`config.mk`:
```
export PLATFORM = sky130hd
export DESIGN_NAME = convolution_engine_flat
export DESIGN_NICKNAME = d
export VERILOG_FILES = /design/src/rtl/conv_pkg.sv /design/src/rtl/conv_if.sv /design/src/rtl/conv_channel.sv /design/src/rtl/convolution_engine.sv /design/src/flat_wrapper.sv
export SDC_FILE = /design/constraint.sdc
export NUM_CORES = 2
export LEC_CHECK = 0
export BUFFER_PORTS_ARGS = -buffer_cell sky130_fd_sc_hd__buf_2
export CAP_MARGIN = 30
export CORE_MARGIN = 4
export CORE_UTILIZATION = 29
export DETAILED_ROUTE_END_ITERATION = 8
export PLACE_DENSITY = 0.42
export SYNTH_ARGS = -nofsm -noshare
export SYNTH_HDL_FRONTEND = slang
export SYNTH_HIERARCHICAL = 1
export SYNTH_SLANG_ARGS = --single-unit
```
`constraint.sdc`:
```
create_clock -name clk_in -period 14.7 [get_ports clk_in]
set_clock_uncertainty 0.1 [all_clocks]
set_input_delay 0.735 -clock clk_in [delete_from_list [all_inputs] [get_ports clk_in]]
set_output_delay 0.735 -clock clk_in [all_outputs]
set_load 0.005 [all_outputs]
```
`src/rtl/conv_pkg.sv`:
```
// Shared types and limits for the 3x3 RGB565 convolution datapath.
package conv_pkg;

  typedef logic [15:0]                  rgb565_t;
  typedef logic [2:0][2:0][15:0]        window_t;
  typedef logic signed [2:0][2:0][7:0]  kernel_t;

  localparam int R_MAX     = 31;
  localparam int G_MAX     = 63;
  localparam int B_MAX     = 31;
  localparam int MAX_SHIFT = 15;

endpackage

```
`src/rtl/conv_if.sv`:
```
// Window-in / pixel-out bundle between line buffer, kernel selector and frame writer.
interface conv_if
  import conv_pkg::*;
#(
  parameter int HRES = 320,
  parameter int VRES = 180
);
  localparam int HW = $clog2(HRES);
  localparam int VW = $clog2(VRES);

  logic                 data_in_valid;
  window_t              data_in;
  logic [HW-1:0]        hcount_in;
  logic [VW-1:0]        vcount_in;
  kernel_t              coeffs_in;
  logic signed [7:0]    shift_in;
  logic signed [7:0]    offset_in;
  logic                 data_out_valid;
  rgb565_t              data_out;
  logic [HW-1:0]        hcount_out;
  logic [VW-1:0]        vcount_out;

  modport master (
    output data_in_valid, data_in, hcount_in, vcount_in, coeffs_in, shift_in, offset_in,
    input  data_out_valid, data_out, hcount_out, vcount_out
  );

  modport slave (
    input  data_in_valid, data_in, hcount_in, vcount_in, coeffs_in, shift_in, offset_in,
    output data_out_valid, data_out, hcount_out, vcount_out
  );

endinterface

```
`src/rtl/conv_channel.sv`:
```
// One colour channel: 9-tap multiply, sum, arithmetic shift, bias and clamp.
module conv_channel
  import conv_pkg::*;
#(
  parameter int CW   = 5,
  parameter int MAXV = 31
) (
  input  logic                        clk,
  input  logic                        rst,
  input  logic                        vld_p1,
  input  logic [2:0][2:0][CW-1:0]     pix,
  input  kernel_t                     coef,
  input  logic [3:0]                  sh_p1,
  input  logic signed [7:0]           off_p1,
  output logic [CW-1:0]               q_p2
);

  localparam logic signed [21:0] MAXS = 22'(MAXV);

  function automatic logic [CW-1:0] clamp(input logic signed [21:0] v);
    if (v[21])
      return '0;
    else if (v > MAXS)
      return CW'(MAXV);
    else
      return v[CW-1:0];
  endfunction

  logic signed [16:0] prod_p0 [3][3];
  logic signed [20:0] acc;
  logic signed [20:0] sum_p1;
  logic signed [20:0] shd;
  logic signed [21:0] biased;

  // S1: channel value zero-extended to 9b signed times 8b signed tap
  always_ff @(posedge clk) begin
    for (int r = 0; r < 3; r++) begin
      for (int c = 0; c < 3; c++) begin
        prod_p0[r][c] <= 17'($signed({{(9-CW){1'b0}}, pix[r][c]})) * 17'($signed(coef[r][c]));
      end
    end
  end

  always_comb begin
    acc = '0;
    for (int r = 0; r < 3; r++) begin
      for (int c = 0; c < 3; c++) begin
        acc = acc + 21'(prod_p0[r][c]);
      end
    end
  end

  // S2: 21b signed accumulation
  always_ff @(posedge clk) begin
    sum_p1 <= acc;
  end

  always_comb begin
    shd    = sum_p1 >>> sh_p1;
    biased = 22'(shd) + 22'(off_p1);
  end

  // S3: clamped result, held while no valid pixel arrives
  always_ff @(posedge clk) begin
    if (rst)
      q_p2 <= '0;
    else if (vld_p1)
      q_p2 <= clamp(biased);
  end

endmodule

```
`src/rtl/convolution_engine.sv`:
```
// 3x3 RGB565 convolution: per-frame kernel shadow, three channel pipes, count delay line.
module convolution_engine
  import conv_pkg::*;
#(
  parameter int HRES = 320,
  parameter int VRES = 180
) (
  input  logic   clk_in,
  input  logic   rst_in,
  conv_if.slave  bus
);

  localparam int HW = $clog2(HRES);
  localparam int VW = $clog2(VRES);

  function automatic logic [3:0] eff_shift(input logic signed [7:0] s);
    if (s[7])
      return 4'd0;
    else if (s > 8'(MAX_SHIFT))
      return 4'(MAX_SHIFT);
    else
      return s[3:0];
  endfunction

  kernel_t            coef_sh;
  logic signed [7:0]  shift_sh;
  logic signed [7:0]  off_sh;

  logic               frame_start;
  kernel_t            coef_eff;
  logic signed [7:0]  shift_eff;
  logic signed [7:0]  off_eff;

  logic               vld_p0, vld_p1, vld_p2;
  logic [HW-1:0]      hc_p0, hc_p1, hc_p2;
  logic [VW-1:0]      vc_p0, vc_p1, vc_p2;
  logic [3:0]         sh_p0, sh_p1;
  logic signed [7:0]  off_p0, off_p1;

  logic [2:0][2:0][4:0] r_pix, b_pix;
  logic [2:0][2:0][5:0] g_pix;
  logic [4:0]           r_p2, b_p2;
  logic [5:0]           g_p2;

  // The first pixel of a frame sees its new kernel directly; the shadow serves the rest.
  always_comb begin
    frame_start = bus.data_in_valid && (bus.hcount_in == '0) && (bus.vcount_in == '0);
    coef_eff    = frame_start ? bus.coeffs_in : coef_sh;
    shift_eff   = frame_start ? bus.shift_in  : shift_sh;
    off_eff     = frame_start ? bus.offset_in : off_sh;
  end

  always_comb begin
    for (int r = 0; r < 3; r++) begin
      for (int c = 0; c < 3; c++) begin
        r_pix[r][c] = bus.data_in[r][c][15:11];
        g_pix[r][c] = bus.data_in[r][c][10:5];
        b_pix[r][c] = bus.data_in[r][c][4:0];
      end
    end
  end

  always_ff @(posedge clk_in) begin
    if (rst_in) begin
      coef_sh  <= '0;
      shift_sh <= '0;
      off_sh   <= '0;
      vld_p0   <= 1'b0;
      vld_p1   <= 1'b0;
      vld_p2   <= 1'b0;
      hc_p0    <= '0;
      hc_p1    <= '0;
      hc_p2    <= '0;
      vc_p0    <= '0;
      vc_p1    <= '0;
      vc_p2    <= '0;
    end else begin
      if (frame_start) begin
        coef_sh  <= bus.coeffs_in;
        shift_sh <= bus.shift_in;
        off_sh   <= bus.offset_in;
      end
      // S1
      vld_p0 <= bus.data_in_valid;
      if (bus.data_in_valid) begin
        hc_p0 <= bus.hcount_in;
        vc_p0 <= bus.vcount_in;
      end
      // S2
      vld_p1 <= vld_p0;
      if (vld_p0) begin
        hc_p1 <= hc_p0;
        vc_p1 <= vc_p0;
      end
      // S3
      vld_p2 <= vld_p1;
      if (vld_p1) begin
        hc_p2 <= hc_p1;
        vc_p2 <= vc_p1;
      end
    end
  end

  // S1/S2: effective shift and bias follow their pixel down the pipe
  always_ff @(posedge clk_in) begin
    sh_p0  <= eff_shift(shift_eff);
    off_p0 <= off_eff;
    sh_p1  <= sh_p0;
    off_p1 <= off_p0;
  end

  conv_channel #(.CW(5), .MAXV(R_MAX)) u_red (
    .clk    (clk_in),
    .rst    (rst_in),
    .vld_p1 (vld_p1),
    .pix    (r_pix),
    .coef   (coef_eff),
    .sh_p1  (sh_p1),
    .off_p1 (off_p1),
    .q_p2   (r_p2)
  );

  conv_channel #(.CW(6), .MAXV(G_MAX)) u_green (
    .clk    (clk_in),
    .rst    (rst_in),
    .vld_p1 (vld_p1),
    .pix    (g_pix),
    .coef   (coef_eff),
    .sh_p1  (sh_p1),
    .off_p1 (off_p1),
    .q_p2   (g_p2)
  );

  conv_channel #(.CW(5), .MAXV(B_MAX)) u_blue (
    .clk    (clk_in),
    .rst    (rst_in),
    .vld_p1 (vld_p1),
    .pix    (b_pix),
    .coef   (coef_eff),
    .sh_p1  (sh_p1),
    .off_p1 (off_p1),
    .q_p2   (b_p2)
  );

  assign bus.data_out_valid = vld_p2;
  assign bus.data_out       = {r_p2, g_p2, b_p2};
  assign bus.hcount_out     = hc_p2;
  assign bus.vcount_out     = vc_p2;

endmodule

```
`src/flat_wrapper.sv`:
```
// flat-port wrapper written by rule: the top's interface ports become plain ports
module convolution_engine_flat import conv_pkg::*;
#(
  parameter int HRES = 320,
  parameter int VRES = 180
)
  (clk_in, rst_in, bus_data_in_valid, bus_data_in, bus_hcount_in, bus_vcount_in, bus_coeffs_in, bus_shift_in, bus_offset_in, bus_data_out_valid, bus_data_out, bus_hcount_out, bus_vcount_out);
  conv_if #(.HRES(HRES), .VRES(VRES)) bus_i ();
  input  logic clk_in;
  input  logic rst_in;
  input wire logic [$bits(bus_i.data_in_valid)-1:0] bus_data_in_valid;
  input wire logic [$bits(bus_i.data_in)-1:0] bus_data_in;
  input wire logic [$bits(bus_i.hcount_in)-1:0] bus_hcount_in;
  input wire logic [$bits(bus_i.vcount_in)-1:0] bus_vcount_in;
  input wire logic [$bits(bus_i.coeffs_in)-1:0] bus_coeffs_in;
  input wire logic [$bits(bus_i.shift_in)-1:0] bus_shift_in;
  input wire logic [$bits(bus_i.offset_in)-1:0] bus_offset_in;
  output wire logic [$bits(bus_i.data_out_valid)-1:0] bus_data_out_valid;
  output wire logic [$bits(bus_i.data_out)-1:0] bus_data_out;
  output wire logic [$bits(bus_i.hcount_out)-1:0] bus_hcount_out;
  output wire logic [$bits(bus_i.vcount_out)-1:0] bus_vcount_out;
  assign bus_i.data_in_valid = bus_data_in_valid;
  assign bus_i.data_in = bus_data_in;
  assign bus_i.hcount_in = bus_hcount_in;
  assign bus_i.vcount_in = bus_vcount_in;
  assign bus_i.coeffs_in = bus_coeffs_in;
  assign bus_i.shift_in = bus_shift_in;
  assign bus_i.offset_in = bus_offset_in;
  assign bus_data_out_valid = bus_i.data_out_valid;
  assign bus_data_out = bus_i.data_out;
  assign bus_hcount_out = bus_i.hcount_out;
  assign bus_vcount_out = bus_i.vcount_out;
  convolution_engine #(.HRES(HRES), .VRES(VRES)) u_core (.clk_in(clk_in), .rst_in(rst_in), .bus(bus_i));
endmodule
```
==> key figures <==
Global routing
  – Met1 GRT Util: 0.237
  – Met2 usage: 0.270
  – Gr usage total: 0.168
  – First-pass GRT wire length: 335000 µm
  – GRT busiest layer: met2
  – Gr ovfl total: 0
  – Antenna violations before repair: 64
  – Vias in the first global route: 53500
  – Largest net degree at the start of global routing: 100
  – Grt met3 use: 0.0269

Floorplanning
  – Die Y: 513 µm
  – Starting Density: 0.293
  – I/O Pins: 286
  – DIE AREA: 263000 µm²
  – Core area: 252000 µm²
  – Row count: 184
  – Die X: 513 µm

Synthesis
  – Synth Flop Type: dfxtp_1
  – Number of synthesized register bits: 632
  – Area fraction in compound gates after synthesis: 0.0736
  – Adder-Cell Fraction of Synth Area: 0.435
  – Register area share after synthesis: 0.171
  – Syn_nets: 9762
  – Largest family of logic cells by synthesized area: adder cells
  – Simple-gate area share of the yosys netlist: 0.147
  – Synthesized area per cell: 9.73 µm²
  – Distinct cells, synth: 94
  – Post-Syn Area: 73800 µm²
  – Async SR Flop Fraction: 0
  – Post-Syn Instances: 7591
  – Number of synthesized flops with an enable pin: 0
  – XOR/XNOR share of the synthesized area: 0.0491
  – Yosys warnings: 6
  – Mux contribution to synthesized area: 0.0482

STA
  – Final period utilization: 0.527
  – Final Hold Fails: 0
  – Setup TNS Final: 0 ns
  – Max-slew headroom: 0.334
  – Minimum clock period: 7.75 ns
  – Unrepaired setup endpoints after global routing: no
  – Endpoints failing setup: 0
  – Slew @ Worst Pin: 0.999 ns
  – WHS: 0.178 ns
  – Final Max Slew Viols: 0
  – F_max: 129 MHz

Layout
  – Fraction of layout cells with a size suffix above 1: 0.0792
  – Nets: 10100
  – Final core utilization: 0.325
  – Area Overhead vs Synth: 11.2%
  – Filler-free cell count of the finished design: 11300

Drt
  – WL/cell: 19.4 µm
  – Routed wire length: 220000 µm
  – Routed vias: 50800
  – Vias per std cell: 4.48
  – First-pass detailed-route iteration total: 5
  – Initial DRC Count: 2392
  – DRC errors left: 0
  – Detail Route Antenna Nets: 0

Worst setup path
  – CP Launch Type: primary input
  – Crit. End Element: flip-flop
  – Reg2reg start: u_core/u_green/prod_p0[0][2]
  – Crit Path Category: in -> reg
  – CP required: 15.18 ns
  – Crit-path max FO: 76
  – Reg2reg path depth: 18
  – Worst reg2reg path endpoint: u_core/u_green/sum_p1[18]
  – R2R Setup Slk: 9.14 ns
  – CP Data Arrival Time: 8.23 ns

Clocking
  – Clock Latency Late Sink: 0.73 ns
  – CTS tree: built
  – Clock sinks: 632
  – CTS root buf: clkbuf_16
  – # hold bufs at CTS: 0
  – Clock transition at path regs: 0.06 ns
  – Post-CTS setup buffer count: 0
  – Number of buffers created by CTS: 87
  – H-tree Lvls: 3
  – Max Root-Sink Buffers: 3
  – Post-cts repair resize count: 0

Worst hold path
  – Origin of the worst min-delay path: bus_vcount_in[6]
  – Hold Path Depth: 3
  – Hold WC Path Type: in -> reg
  – Hold worst-path end: u_core/vc_p0[6]

Place
  – Final HPWL DP: 187000 µm
  – Gpl congestion: 0.840
  – Number of port buffers: 285
  – DP Cell Count: 11100

Run status
  – Status: finished clean

Power
  – Cell Pwr Density: 49.7 nW/µm²
  – Maximum VDD drop: 86.8 µV
  – Leak: 42.4 nW

Flow run
  – Max Cap Violations: 0
[layout make-up]
class	count	area [µm²]
Inverter	1339	5030
Clock inverter	48	558
Clock buffer	109	2390
Timing Repair Buffer	301	1610
Multi-Input combinational cell	5530	55600
Sequential cell	632	12700
Fill cell	26300	170000
Antenna cell	31	77.6
Tap cell	3348	4190
[registers in the layout (all words and copies together) (netlist names), 9 cells and up]
| signal | flops |
|---|---|
| u_core/u_green/prod_p0 | 135 |
| u_core/u_blue/prod_p0 | 126 |
| u_core/u_red/prod_p0 | 126 |
| u_core/coef_sh | 72 |
| u_core/u_blue/sum_p1 | 21 |
| u_core/u_green/sum_p1 | 21 |
| u_core/u_red/sum_p1 | 21 |
| u_core/bus.hcount_out | 9 |
| u_core/hc_p0 | 9 |
| u_core/hc_p1 | 9 |
[cells in the mapped netlist, drive strengths merged, types with 26 or more instances]
library cell  instances  area share
a211oi               34      0.0038
a21o                 69      0.0070
a21oi               299       0.020
and2                788       0.067
buf                  35      0.0050
clkbuf               55      0.0028
dfxtp               632        0.17
fa                 1078        0.29
ha                  841        0.14
inv                1335       0.068
mux2                 95       0.014
mux2i               208       0.028
nand2               523       0.027
nand2b              216       0.018
nand3                26      0.0018
nor2                273       0.014
nor2b                70      0.0059
nor3                 49      0.0033
o21a                 67      0.0068
o21ai               132      0.0091
o21bai               75      0.0076
or2                  29      0.0025
xnor2               350       0.042
xor2                 64      0.0076
[routing by layer]
metal	vias up	share of wire
li1	24600	-
met1	25100	0.48
met2	792	0.45
met3	221	0.040
met4	26	0.022
met5	-	0.00065
[placed cells by master (no fill, tap or decap), types with 19 or more instances in the layout]
cell          n
nor2_1      273
diode_2      31
clkbuf_16    89
nand2b_1    216
a211oi_1     31
o21bai_1     75
mux2i_1     208
nor3_1       49
and2_1      788
o21a_1       67
ha_1        841
or2_2        29
nand2_1     523
a21oi_1     295
nand3_1      25
fa_1       1078
mux2_2       95
xor2_1       64
a31oi_1      19
inv_1      1332
a21o_1       69
xnor2_1     350
nor2b_1      70
buf_2       284
dfxtp_1     629
o21ai_0     117
[worst max-delay path, cell delays in order]
cell,delay (ns)
buf_2,0.42
or4b_1,0.54
nor4_4,0.29
buf_12,0.43
buf_4,0.84
mux2_2,0.60
and2_1,0.25
fa_1,0.53
inv_1,0.06
fa_1,0.48
fa_1,0.49
inv_1,0.05
fa_1,0.43
ha_1,0.33
nor2b_1,0.15
o21a_1,0.18
o311a_1,0.31
o21a_1,0.20
o21a_1,0.19
o41a_1,0.32
xnor2_1,0.13
[worst max-delay path by stage]
| stage | from | end | slack, ns | depth (start not counted) |
|---|---|---|---|---|
| 2_1_floorplan | bus_data_in_valid | u_core/u_green/prod_p0[0][16] | 8.28 | 21 |
| 6_report | bus_data_in_valid | u_core/u_green/prod_p0[0][16] | 6.95 | 21 |
| 4_1_cts | bus_data_in_valid | u_core/u_green/prod_p0[0][16] | 7.04 | 21 |
| 3_3_place_gp | bus_data_in_valid | u_core/u_green/prod_p0[0][49] | 6.28 | 22 |
| 3_5_place_dp | bus_data_in_valid | u_core/u_green/prod_p0[0][49] | 6.25 | 22 |
| 5_1_grt | bus_data_in_valid | u_core/u_green/prod_p0[0][16] | 6.69 | 21 |
[report_power, final]
group          internal, mW  leakage [nW]  switching, mW  total [mW]
Clock                  1.29          1.43          0.925        2.22
Combinational        0.0453          35.9         0.0933       0.139
Sequential             1.72          5.09        0.00324        1.72
Total                  3.06          42.4           1.02        4.08
[metrics by stage]
stage,total power [mW],area (µm²),setup slack (ns)
4_1_cts,4.17,82000,7.04
5_1_grt,4.23,82000,6.69
3_5_place_dp,1.90,79000,6.25
2_1_floorplan,1.79,73800,8.28
6_report,4.08,82100,6.95
3_3_place_gp,1.90,79000,6.28
[kinds of logic after synthesis]
kind of cell               after synthesis
adders and majority gates             1919
muxes                                  321
xor gates and xnor gates               414
AOI/OAI and AO/OA                      825
buffers and inverters                 1429
DFF                                    632
and+or+nand+nor                       2051
(Power assumes the default switching activity.)
